[src/rtl/subterranean_lwc_dout_packer_if.sv]
// -----------------------------------------------------------------------------
// subterranean_lwc_dout_packer_if
// Bus bundle between the Subterranean core output chunk stream and the
// output buffer word stream.
//   din/din_size/din_last/din_valid : chunk stream into the packer
//   din_ready                       : packer can accept a chunk
//   dout/dout_last/dout_valid       : packed word stream out of the packer
//   dout_ready                      : output buffer can accept a word
// Modports: master = environment side (drives chunks, sinks words),
//           slave  = packer side.
// -----------------------------------------------------------------------------
interface subterranean_lwc_dout_packer_if #(
   parameter int G_WIDTH  = 32,
   parameter int G_SIZE_W = 3
);
   logic [G_WIDTH-1:0]  din;
   logic [G_SIZE_W-1:0] din_size;
   logic                din_last;
   logic                din_valid;
   logic                din_ready;
   logic [G_WIDTH-1:0]  dout;
   logic                dout_last;
   logic                dout_valid;
   logic                dout_ready;

   modport master (
      output din, din_size, din_last, din_valid,
      input  din_ready,
      input  dout, dout_last, dout_valid,
      output dout_ready
   );

   modport slave (
      input  din, din_size, din_last, din_valid,
      output din_ready,
      output dout, dout_last, dout_valid,
      input  dout_ready
   );
endinterface

[src/rtl/subterranean_lwc_dout_packer.sv]
// -----------------------------------------------------------------------------
// subterranean_lwc_dout_packer
// Byte-granular packer: collects left-aligned chunks of 0..B valid bytes and
// emits full G_WIDTH words MSB-first; the final partial word is zero-filled
// and flagged last.
// Ports:
//   clk          : clock, rising edge
//   rst_n        : asynchronous active-low reset
//   packer_clear : synchronous clear, discards all state
//   bus          : slave side of subterranean_lwc_dout_packer_if
// Optional build macro SUBTERRANEAN_LWC_PACKER_PAD_EN: a 0x01 pad byte is
// placed right after the final data byte, which yields an extra 0x01 00..00
// word when the data ends on a word boundary.
// -----------------------------------------------------------------------------
module subterranean_lwc_dout_packer #(
   parameter int G_WIDTH  = 32,
   parameter int G_SIZE_W = 3
) (
   input  logic                          clk,
   input  logic                          rst_n,
   input  logic                          packer_clear,
   subterranean_lwc_dout_packer_if.slave bus
);
   localparam int B  = G_WIDTH / 8;
`ifdef SUBTERRANEAN_LWC_PACKER_PAD_EN
   // one extra byte so a full chunk plus its pad byte always fits
   localparam int NB = 2 * B + 1;
`else
   localparam int NB = 2 * B;
`endif
   localparam int NW = NB * 8;
   localparam int CW = $clog2(NB + 1);

   localparam logic [CW-1:0] B_C      = CW'(B);
   localparam logic [0:0]    ST_ACCUM = 1'b0;
   localparam logic [0:0]    ST_FLUSH = 1'b1;

   // byte 0 of the buffer sits at the MSB; bytes at index >= fcnt are always 0
   logic [NW-1:0] sbuf_q, sbuf_d;
   logic [CW-1:0] fcnt_q, fcnt_d;
   logic [0:0]    state_q, state_d;
   logic          run_q;

   logic          in_fire_s;
   logic          out_fire_s;
   logic          din_ready_s;
   logic          dout_valid_s;
   logic          dout_last_s;
   logic [CW-1:0] size_s;
   logic [CW-1:0] out_bytes_s;
   logic [CW-1:0] fcnt_sh_s;
   logic [NW-1:0] sbuf_sh_s;
   logic [G_WIDTH-1:0] din_mask_s;
   logic [NW-1:0] din_ext_s;
`ifdef SUBTERRANEAN_LWC_PACKER_PAD_EN
   logic [CW-1:0] pad_pos_s;
   logic [NW-1:0] pad_ext_s;
`endif

   // handshake flags derived from registers only (no din_valid -> din_ready path)
   always_comb begin
      din_ready_s  = run_q && (state_q == ST_ACCUM) && (fcnt_q <= B_C);
      dout_valid_s = (fcnt_q >= B_C) || (state_q == ST_FLUSH);
      dout_last_s  = (state_q == ST_FLUSH) && (fcnt_q <= B_C);
      in_fire_s    = bus.din_valid && din_ready_s;
      out_fire_s   = dout_valid_s && bus.dout_ready;
   end

   // clamp an illegal oversize chunk to a full word
   always_comb begin
      if (bus.din_size > G_SIZE_W'(B)) begin
         size_s = B_C;
      end else begin
         size_s = CW'(bus.din_size);
      end
   end

   // next buffer/fill: shift out the presented word first, then append the chunk
   always_comb begin
      if (!out_fire_s) begin
         out_bytes_s = {CW{1'b0}};
      end else if (fcnt_q >= B_C) begin
         out_bytes_s = B_C;
      end else begin
         out_bytes_s = fcnt_q;
      end
      fcnt_sh_s  = fcnt_q - out_bytes_s;
      sbuf_sh_s  = sbuf_q << {out_bytes_s, 3'b000};
      // drop bytes beyond din_size so the zero-tail invariant holds
      din_mask_s = ~({G_WIDTH{1'b1}} >> {size_s, 3'b000});
      din_ext_s  = {(bus.din & din_mask_s), {(NW - G_WIDTH){1'b0}}} >> {fcnt_sh_s, 3'b000};
`ifdef SUBTERRANEAN_LWC_PACKER_PAD_EN
      pad_pos_s  = fcnt_sh_s + size_s;
      pad_ext_s  = {8'h01, {(NW - 8){1'b0}}} >> {pad_pos_s, 3'b000};
`endif
      sbuf_d = sbuf_sh_s;
      fcnt_d = fcnt_sh_s;
      if (in_fire_s) begin
`ifdef SUBTERRANEAN_LWC_PACKER_PAD_EN
         if (bus.din_last) begin
            sbuf_d = sbuf_sh_s | din_ext_s | pad_ext_s;
            fcnt_d = pad_pos_s + {{(CW-1){1'b0}}, 1'b1};
         end else begin
            sbuf_d = sbuf_sh_s | din_ext_s;
            fcnt_d = fcnt_sh_s + size_s;
         end
`else
         sbuf_d = sbuf_sh_s | din_ext_s;
         fcnt_d = fcnt_sh_s + size_s;
`endif
      end else begin
         sbuf_d = sbuf_sh_s;
         fcnt_d = fcnt_sh_s;
      end
   end

   // message state: last chunk enters FLUSH, handshake of the last word returns
   always_comb begin
      state_d = state_q;
      case (state_q)
         ST_ACCUM: begin
            if (in_fire_s && bus.din_last) begin
               state_d = ST_FLUSH;
            end else begin
               state_d = ST_ACCUM;
            end
         end
         ST_FLUSH: begin
            if (out_fire_s && dout_last_s) begin
               state_d = ST_ACCUM;
            end else begin
               state_d = ST_FLUSH;
            end
         end
         default: state_d = ST_ACCUM;
      endcase
   end

   // state registers with async reset and synchronous clear
   always_ff @(posedge clk or negedge rst_n) begin
      if (!rst_n) begin
         sbuf_q  <= {NW{1'b0}};
         fcnt_q  <= {CW{1'b0}};
         state_q <= ST_ACCUM;
      end else if (packer_clear) begin
         sbuf_q  <= {NW{1'b0}};
         fcnt_q  <= {CW{1'b0}};
         state_q <= ST_ACCUM;
      end else begin
         sbuf_q  <= sbuf_d;
         fcnt_q  <= fcnt_d;
         state_q <= state_d;
      end
   end

   // holds din_ready low while reset is asserted
   always_ff @(posedge clk or negedge rst_n) begin
      if (!rst_n) begin
         run_q <= 1'b0;
      end else begin
         run_q <= 1'b1;
      end
   end

   assign bus.din_ready  = din_ready_s;
   assign bus.dout_valid = dout_valid_s;
   assign bus.dout_last  = dout_last_s;
   assign bus.dout       = sbuf_q[NW-1 -: G_WIDTH];

endmodule

[src/flat_wrapper.sv]
// flat-port wrapper written by rule: the top's interface ports become plain ports
module subterranean_lwc_dout_packer_flat 
#(
   parameter int G_WIDTH  = 32,
   parameter int G_SIZE_W = 3
)
  (clk, rst_n, packer_clear, bus_din, bus_din_size, bus_din_last, bus_din_valid, bus_din_ready, bus_dout, bus_dout_last, bus_dout_valid, bus_dout_ready);
  subterranean_lwc_dout_packer_if #(.G_WIDTH(G_WIDTH), .G_SIZE_W(G_SIZE_W)) bus_i ();
  input  logic clk;
  input  logic rst_n;
  input  logic packer_clear;
  input wire logic [$bits(bus_i.din)-1:0] bus_din;
  input wire logic [$bits(bus_i.din_size)-1:0] bus_din_size;
  input wire logic [$bits(bus_i.din_last)-1:0] bus_din_last;
  input wire logic [$bits(bus_i.din_valid)-1:0] bus_din_valid;
  output wire logic [$bits(bus_i.din_ready)-1:0] bus_din_ready;
  output wire logic [$bits(bus_i.dout)-1:0] bus_dout;
  output wire logic [$bits(bus_i.dout_last)-1:0] bus_dout_last;
  output wire logic [$bits(bus_i.dout_valid)-1:0] bus_dout_valid;
  input wire logic [$bits(bus_i.dout_ready)-1:0] bus_dout_ready;
  assign bus_i.din = bus_din;
  assign bus_i.din_size = bus_din_size;
  assign bus_i.din_last = bus_din_last;
  assign bus_i.din_valid = bus_din_valid;
  assign bus_din_ready = bus_i.din_ready;
  assign bus_dout = bus_i.dout;
  assign bus_dout_last = bus_i.dout_last;
  assign bus_dout_valid = bus_i.dout_valid;
  assign bus_i.dout_ready = bus_dout_ready;
  subterranean_lwc_dout_packer #(.G_WIDTH(G_WIDTH), .G_SIZE_W(G_SIZE_W)) u_core (.clk(clk), .rst_n(rst_n), .packer_clear(packer_clear), .bus(bus_i));
endmodule
[config.mk]
export PLATFORM = sky130hd
export DESIGN_NAME = subterranean_lwc_dout_packer_flat
export DESIGN_NICKNAME = d
export VERILOG_FILES = /design/src/rtl/subterranean_lwc_dout_packer_if.sv /design/src/rtl/subterranean_lwc_dout_packer.sv /design/src/flat_wrapper.sv
export SDC_FILE = /design/constraint.sdc
export NUM_CORES = 1
export LEC_CHECK = 0
export BUFFER_PORTS_ARGS = -buffer_cell sky130_fd_sc_hd__buf_2
export CAP_MARGIN = 0
export CORE_ASPECT_RATIO = 0.6
export CORE_MARGIN = 2
export CORE_UTILIZATION = 40
export DETAILED_ROUTE_END_ITERATION = 10
export PLACE_DENSITY_LB_ADDON = 0.12
export SLEW_MARGIN = 20
export SYNTH_ARGS = -nofsm -noshare
export SYNTH_HDL_FRONTEND = slang
export SYNTH_SLANG_ARGS = --single-unit
[constraint.sdc]
create_clock -name clk -period 3.91 [get_ports clk]
set_input_delay 1.173 -clock clk [delete_from_list [all_inputs] [get_ports clk]]
set_output_delay 1.173 -clock clk [all_outputs]
set_load 0.02 [all_outputs]
==> results of run 1 <==
## layout make-up
type | instances | area share, %
repair buffers | 115 | 10.8
clock buffers | 10 | 3.45
clock inverters | 6 | 1.06
multi-input cells | 502 | 53.7
flip-flops and latches | 70 | 26.4
well taps | 198 | 3.74
inverters | 14 | 0.868
## kinds of logic after synthesis
group	count (synthesis)	share of synthesized area, %
adders and majority gates	8	1.96
and+or+nand+nor	189	16.0
AOI/OAI and AO/OA	224	27.9
xor gates and xnor gates	3	0.448
DFF	70	29.9
muxes	77	14.1
buffers and inverters	100	9.60
other	1	0.0639
## path summary, 6_finish.rpt
| check | cells after the start | slack [ns] | end |
|---|---|---|---|
| min in group asynchronous | 2 | 1.06 | u_core.sbuf_q[5] |
| max | 13 | 0.44 | u_core.sbuf_q[44] |
| min reg2reg | 2 | 0.60 | u_core.sbuf_q[2] |
| max in group asynchronous | 2 | 2.20 | u_core.sbuf_q[20] |
| max reg2reg | 12 | 0.78 | u_core.sbuf_q[44] |
| min | 2 | 0.60 | u_core.sbuf_q[2] |
## stage by stage
stage / total power, W / util [%] / cell area (um2) / TNS (ns) / hold WS [ns]
2_1_floorplan: 0.00191 / - / 5880 / -0.0765 / 0.548
3_3_place_gp: 0.00235 / 43.9 / 6330 / 0 / 0.589
3_5_place_dp: 0.00236 / 43.9 / 6330 / 0 / 0.585
4_1_cts: 0.00322 / 46.0 / 6630 / 0 / 0.594
5_1_grt: 0.00342 / 46.0 / 6630 / 0 / 0.634
6_report: 0.00324 / 46.0 / 6630 / 0 / 0.602
## worst max-delay path: stages
cell and delay (ns):
buf_2 0.09, and4bb_2 0.28, nand2_4 0.08, inv_6 0.07, ha_1 0.15, inv_1 0.06, fa_1 0.61, buf_12 0.20
o311a_1 0.44, nand2_1 0.10, o31ai_1 0.14, a221oi_1 0.15, a21oi_1 0.17
## state kept, by name (all words and copies together) (netlist names)
name	count
u_core.state_q	1
u_core.run_q	1
u_core.sbuf_q	64
u_core.fcnt_q	4
## cell usage in the layout (no fill, tap or decap), drive strengths merged, types with 3 or more instances in the layout
cell type and n:
a22o 9, a221o 9, a222oi 7, or2 3
nor4 3, nand2 84, and3 3, inv 14
buf 115, o221ai 10, nor3b 3, ha 6
a21oi 39, dfrtp 70, clkinvlp 3, o22a 8
o221a 6, o2bb2ai 6, a22oi 21, mux2i 48
a211oi 3, a21o 10, mux2 27, nor2b 11
a31oi 19, a32o 6, nor2 37, nand2b 4
o31ai 7, nand3 19, a221oi 23, clkbuf 10
o21ai 32, nor3 12
## per-layer routing
| metal | global-route usage [%] | part of all wire (%) | vias up |
|---|---|---|---|
| li1 | - | - | 2606 |
| met2 | 43.8 | 44 | 306 |
| met1 | 40.0 | 44 | 2940 |
| met5 | 0 | 0 | - |
| met3 | 6.16 | 9.0 | 44 |
| met4 | 11.8 | 3.0 | 0 |
## power by group through the flow
stage | clock (W) | combinational, W | sequential [W]
global route | 0.000909 | 0.00155 | 0.000960
finish | 0.000863 | 0.00143 | 0.000944
floorplan | 0 | 0.00101 | 0.000902
global placement | 0 | 0.00140 | 0.000951
CTS | 0.000871 | 0.00141 | 0.000941
detailed placement | 0 | 0.00140 | 0.000954
==> flow_summary.ini, run 1 <==
[status]
status = finished clean

[route]
drtIter0Drc = 695
vias_per_cell = 6.44
route.detailed.drc = 0
ant_nets = 0
routed_wl_mm = 22.3
wl_per_cell_um = 24.3
dr.pass1.iters = 5
dr_total_vias = 5896

[sta]
period_needed_ns = 3.47
min_period_over_period_pct = 88.8
hold_viol = 0
fin_ws_ns = 0.439
worst_slew_pin_slew_ns = 0.990
worst_clock_skew_ns = 0.0115
timing.fmax_mhz = 288
setup_violations = 0
max_slew_margin_pct = 34.0
slew_viol_final = 0
rsz0062_at_grt = false

[grt]
antenna_found_initial = 0
grt.total_usage_pct = 28.8
grt_pass1_wl_mm = 34.5
grt_max_degree = 71
grt_pass1_vias = 5897
grt-ovfl-total = 0

[power_and_ir_drop]
swShare_pct = 42.8
p_seq_share_pct = 29.2
comb_power_share_pct = 44.2
peakVddDrop_uv = 180
p_sw_w = 0.00139
power.share.clock_pct = 26.7
internal-power_w = 0.00185
power_density_nw_per_um2 = 488
p_leak_nw = 2.73

[clock_tree]
holdBufCountCts = 0
root_buffer = clkbuf_16
htreeDepth = 3
clock-sinks = 70
cts_tree = yes
path_clk_slew_ns = 0.07
cts_buffer_depth = 2
cts-resized-gates = 0
cts_post_setup_buffers_inserted = 0
cts_buffers = 9
clkLatencyLatePin_ns = 0.34

[synthesis]
synthArstFlopShare_pct = 100
synth_cell_types = 70
synth_nets = 721
syn_area_um2 = 5870
postSynthAreaPerCell_um2 = 8.73
synth_top_cell_by_area = dfrtp_1
synth_edf_count = 0
ys_warn_count = 0
yosys_most_used_dff = dfrtp_1
synth_common_cells = nand2_1, dfrtp_1, mux2i_1
synth_area_leaders = dfrtp_1, mux2i_1, nand2_1
synth.most_common_cell = nand2_1
ys_ff_latch = 70
netlist.area_leader.share_pct = 29.9
postSynthCellCount = 672
seq_area_frac_synth_pct = 29.9

[floorplan]
die_h_um = 97.8
start_util_pct = 40.7
rows = 34
coreArea_um2 = 14400
dieArea_um2 = 15700
chipWidth_um = 160
ios = 76

[setup_path]
crit_path_end_kind = flip-flop
path_class = in2reg
startpoint = bus_dout_ready
cp_max_fo = 25
rr_startpoint = u_core.fcnt_q[3]
crit_path_start_kind = primary input
required_ns = 4.17
crit_arrival_ns = 3.73

[worst_hold_path]
hp-class = reg2reg
hp-start = u_core.sbuf_q[2]

[finish]
layout.cells.non_filler = 915
antenna_cells = 0
multi_input_area_um2 = 3560
nets = 761
final-seq-area_um2 = 1750
layout-drive-gt1-share_pct = 25.5
area_growth_pct = 13.0
nFillCells = 1431

[placement]
place_inst = 899
port_buffers = 75
dp_hpwl_mm = 15.9
gp_congestion = 0.936
dp_slack_ns = 0.0882

[run]
max-cap-violations = 0
(Power assumes the default switching activity.)
==> run 2: changes to the inputs <==
- MAX_ROUTING_LAYER: not set -> met4
==> flow_summary.ini, run 2 (synthesis results as in run 1) <==
[sta]
worst_slew_pin_slew_ns = 0.780
max_slew_margin_pct = 48.0
worst_clock_skew_ns = 0.00465
period_needed_ns = 3.58
slew_viol_final = 0
min_period_over_period_pct = 91.6
rsz0062_at_grt = false
worst_hold_slack_ns = 0.626
finalSetupTns_ns = 0
setup_violations = 0
timing.fmax_mhz = 279
hold_viol = 0

[floorplan]
die_h_um = 97.8
chipWidth_um = 160
start_util_pct = 40.7
rows = 34
dieArea_um2 = 15700
ios = 76
coreArea_um2 = 14400

[placement]
gp_congestion = 1.02
place_inst = 900
placed_area_um2 = 6340
port_buffers = 75
dp_hpwl_mm = 16.7

[clock_tree]
htreeDepth = 3
root_buffer = clkbuf_16
path_clk_slew_ns = 0.06
cts_post_setup_buffers_inserted = 0
clock-sinks = 70
clkLatencyLatePin_ns = 0.34
holdBufCountCts = 0
cts_tree = yes
cts_buffers = 9
cts_buffer_depth = 2
cts-resized-gates = 0

[finish]
antenna_cells = 0
area_growth_pct = 13.8
layout-drive-gt1-share_pct = 25.7
final_area_um2 = 6680
final_common_cell = nand2_1
final_cell_mix = nand2_1, buf_2, dfrtp_1
largest_reg_flops = 64
top_regs = u_core.sbuf_q x64, u_core.fcnt_q x4
top_register = u_core.sbuf_q
layout.cells.non_filler = 915
nets = 762

[route]
ant_nets = 0
dr.pass1.iters = 6
route.detailed.drc = 0
routed_wl_mm = 22.9
dr_total_vias = 6007
vias_per_cell = 6.57
wl_per_cell_um = 25.0
drtIter0Drc = 716

[setup_path]
cp_max_fo = 5
required_ns = 4.16
path_class = in2reg
crit_path_start_kind = primary input
crit_path_end_kind = flip-flop
r2r_slack_ns = 0.67
crit_arrival_ns = 3.83

[power_and_ir_drop]
peakVddDrop_uv = 189
power_density_nw_per_um2 = 505
p_total_w = 0.00337
p_leak_nw = 2.76

[grt]
grt_pass1_vias = 5960
grt_max_degree = 46
grt_pass1_wl_mm = 35.5
antenna_found_initial = 0
grt.total_usage_pct = 30.5
grt-ovfl-total = 0

[status]
status = finished clean

[worst_hold_path]
hp-class = reg2reg

[run]
max-cap-violations = 0
## run 2: layout make-up
type,instances,area (um2)
timing repair buffer,116,721
fill,1400,7740
clock buffer,9,225
sequential,70,1750
inverter,14,57.6
tap,198,248
clock inverter,6,111
multi-input combinational,502,3560
## run 2: metrics by stage
| step | setup WS (ns) | utilization, % |
|---|---|---|
| 4_1_cts | 0.421 | 46.3 |
| 3_5_place_dp | 0.0512 | 44.0 |
| 3_3_place_gp | 0.0767 | 44.0 |
| 6_report | 0.329 | 46.3 |
| 2_1_floorplan | -0.0765 | - |
| 5_1_grt | 0.254 | 46.3 |
## run 2: path summary, 6_finish.rpt
kind	depth (start not counted)	end	startpoint
min in group asynchronous	1	u_core.fcnt_q[0]	rst_n
hold reg to reg	2	u_core.sbuf_q[0]	u_core.sbuf_q[0]
hold / removal	2	u_core.sbuf_q[0]	u_core.sbuf_q[0]
setup / recovery	11	u_core.sbuf_q[26]	bus_dout_ready
setup reg to reg	10	u_core.sbuf_q[26]	u_core.fcnt_q[3]
max in group asynchronous	2	u_core.sbuf_q[3]	rst_n
## run 2: critical path: stages
cell	delay [ns]
buf_2	0.09
and4bb_2	0.31
nand2_4	0.08
inv_6	0.06
ha_1	0.14
inv_1	0.06
fa_1	0.57
clkinv_1	0.25
o41ai_1	0.75
a2bb2oi_1	0.22
o2bb2ai_1	0.13
## run 2: routing by layer
layer,global-route usage (%),part of all wire [%]
met2,45.5,44
met3,4.63,8.8
met1,43.0,44
met4,9.08,2.3
met5,-,0
## run 2: report_power, final
group          total, W  internal (W)  switching [W]
Sequential     0.000947      0.000823       0.000124
Combinational   0.00147      0.000535       0.000931
Clock          0.000958      0.000620       0.000338
Total           0.00337       0.00198        0.00139
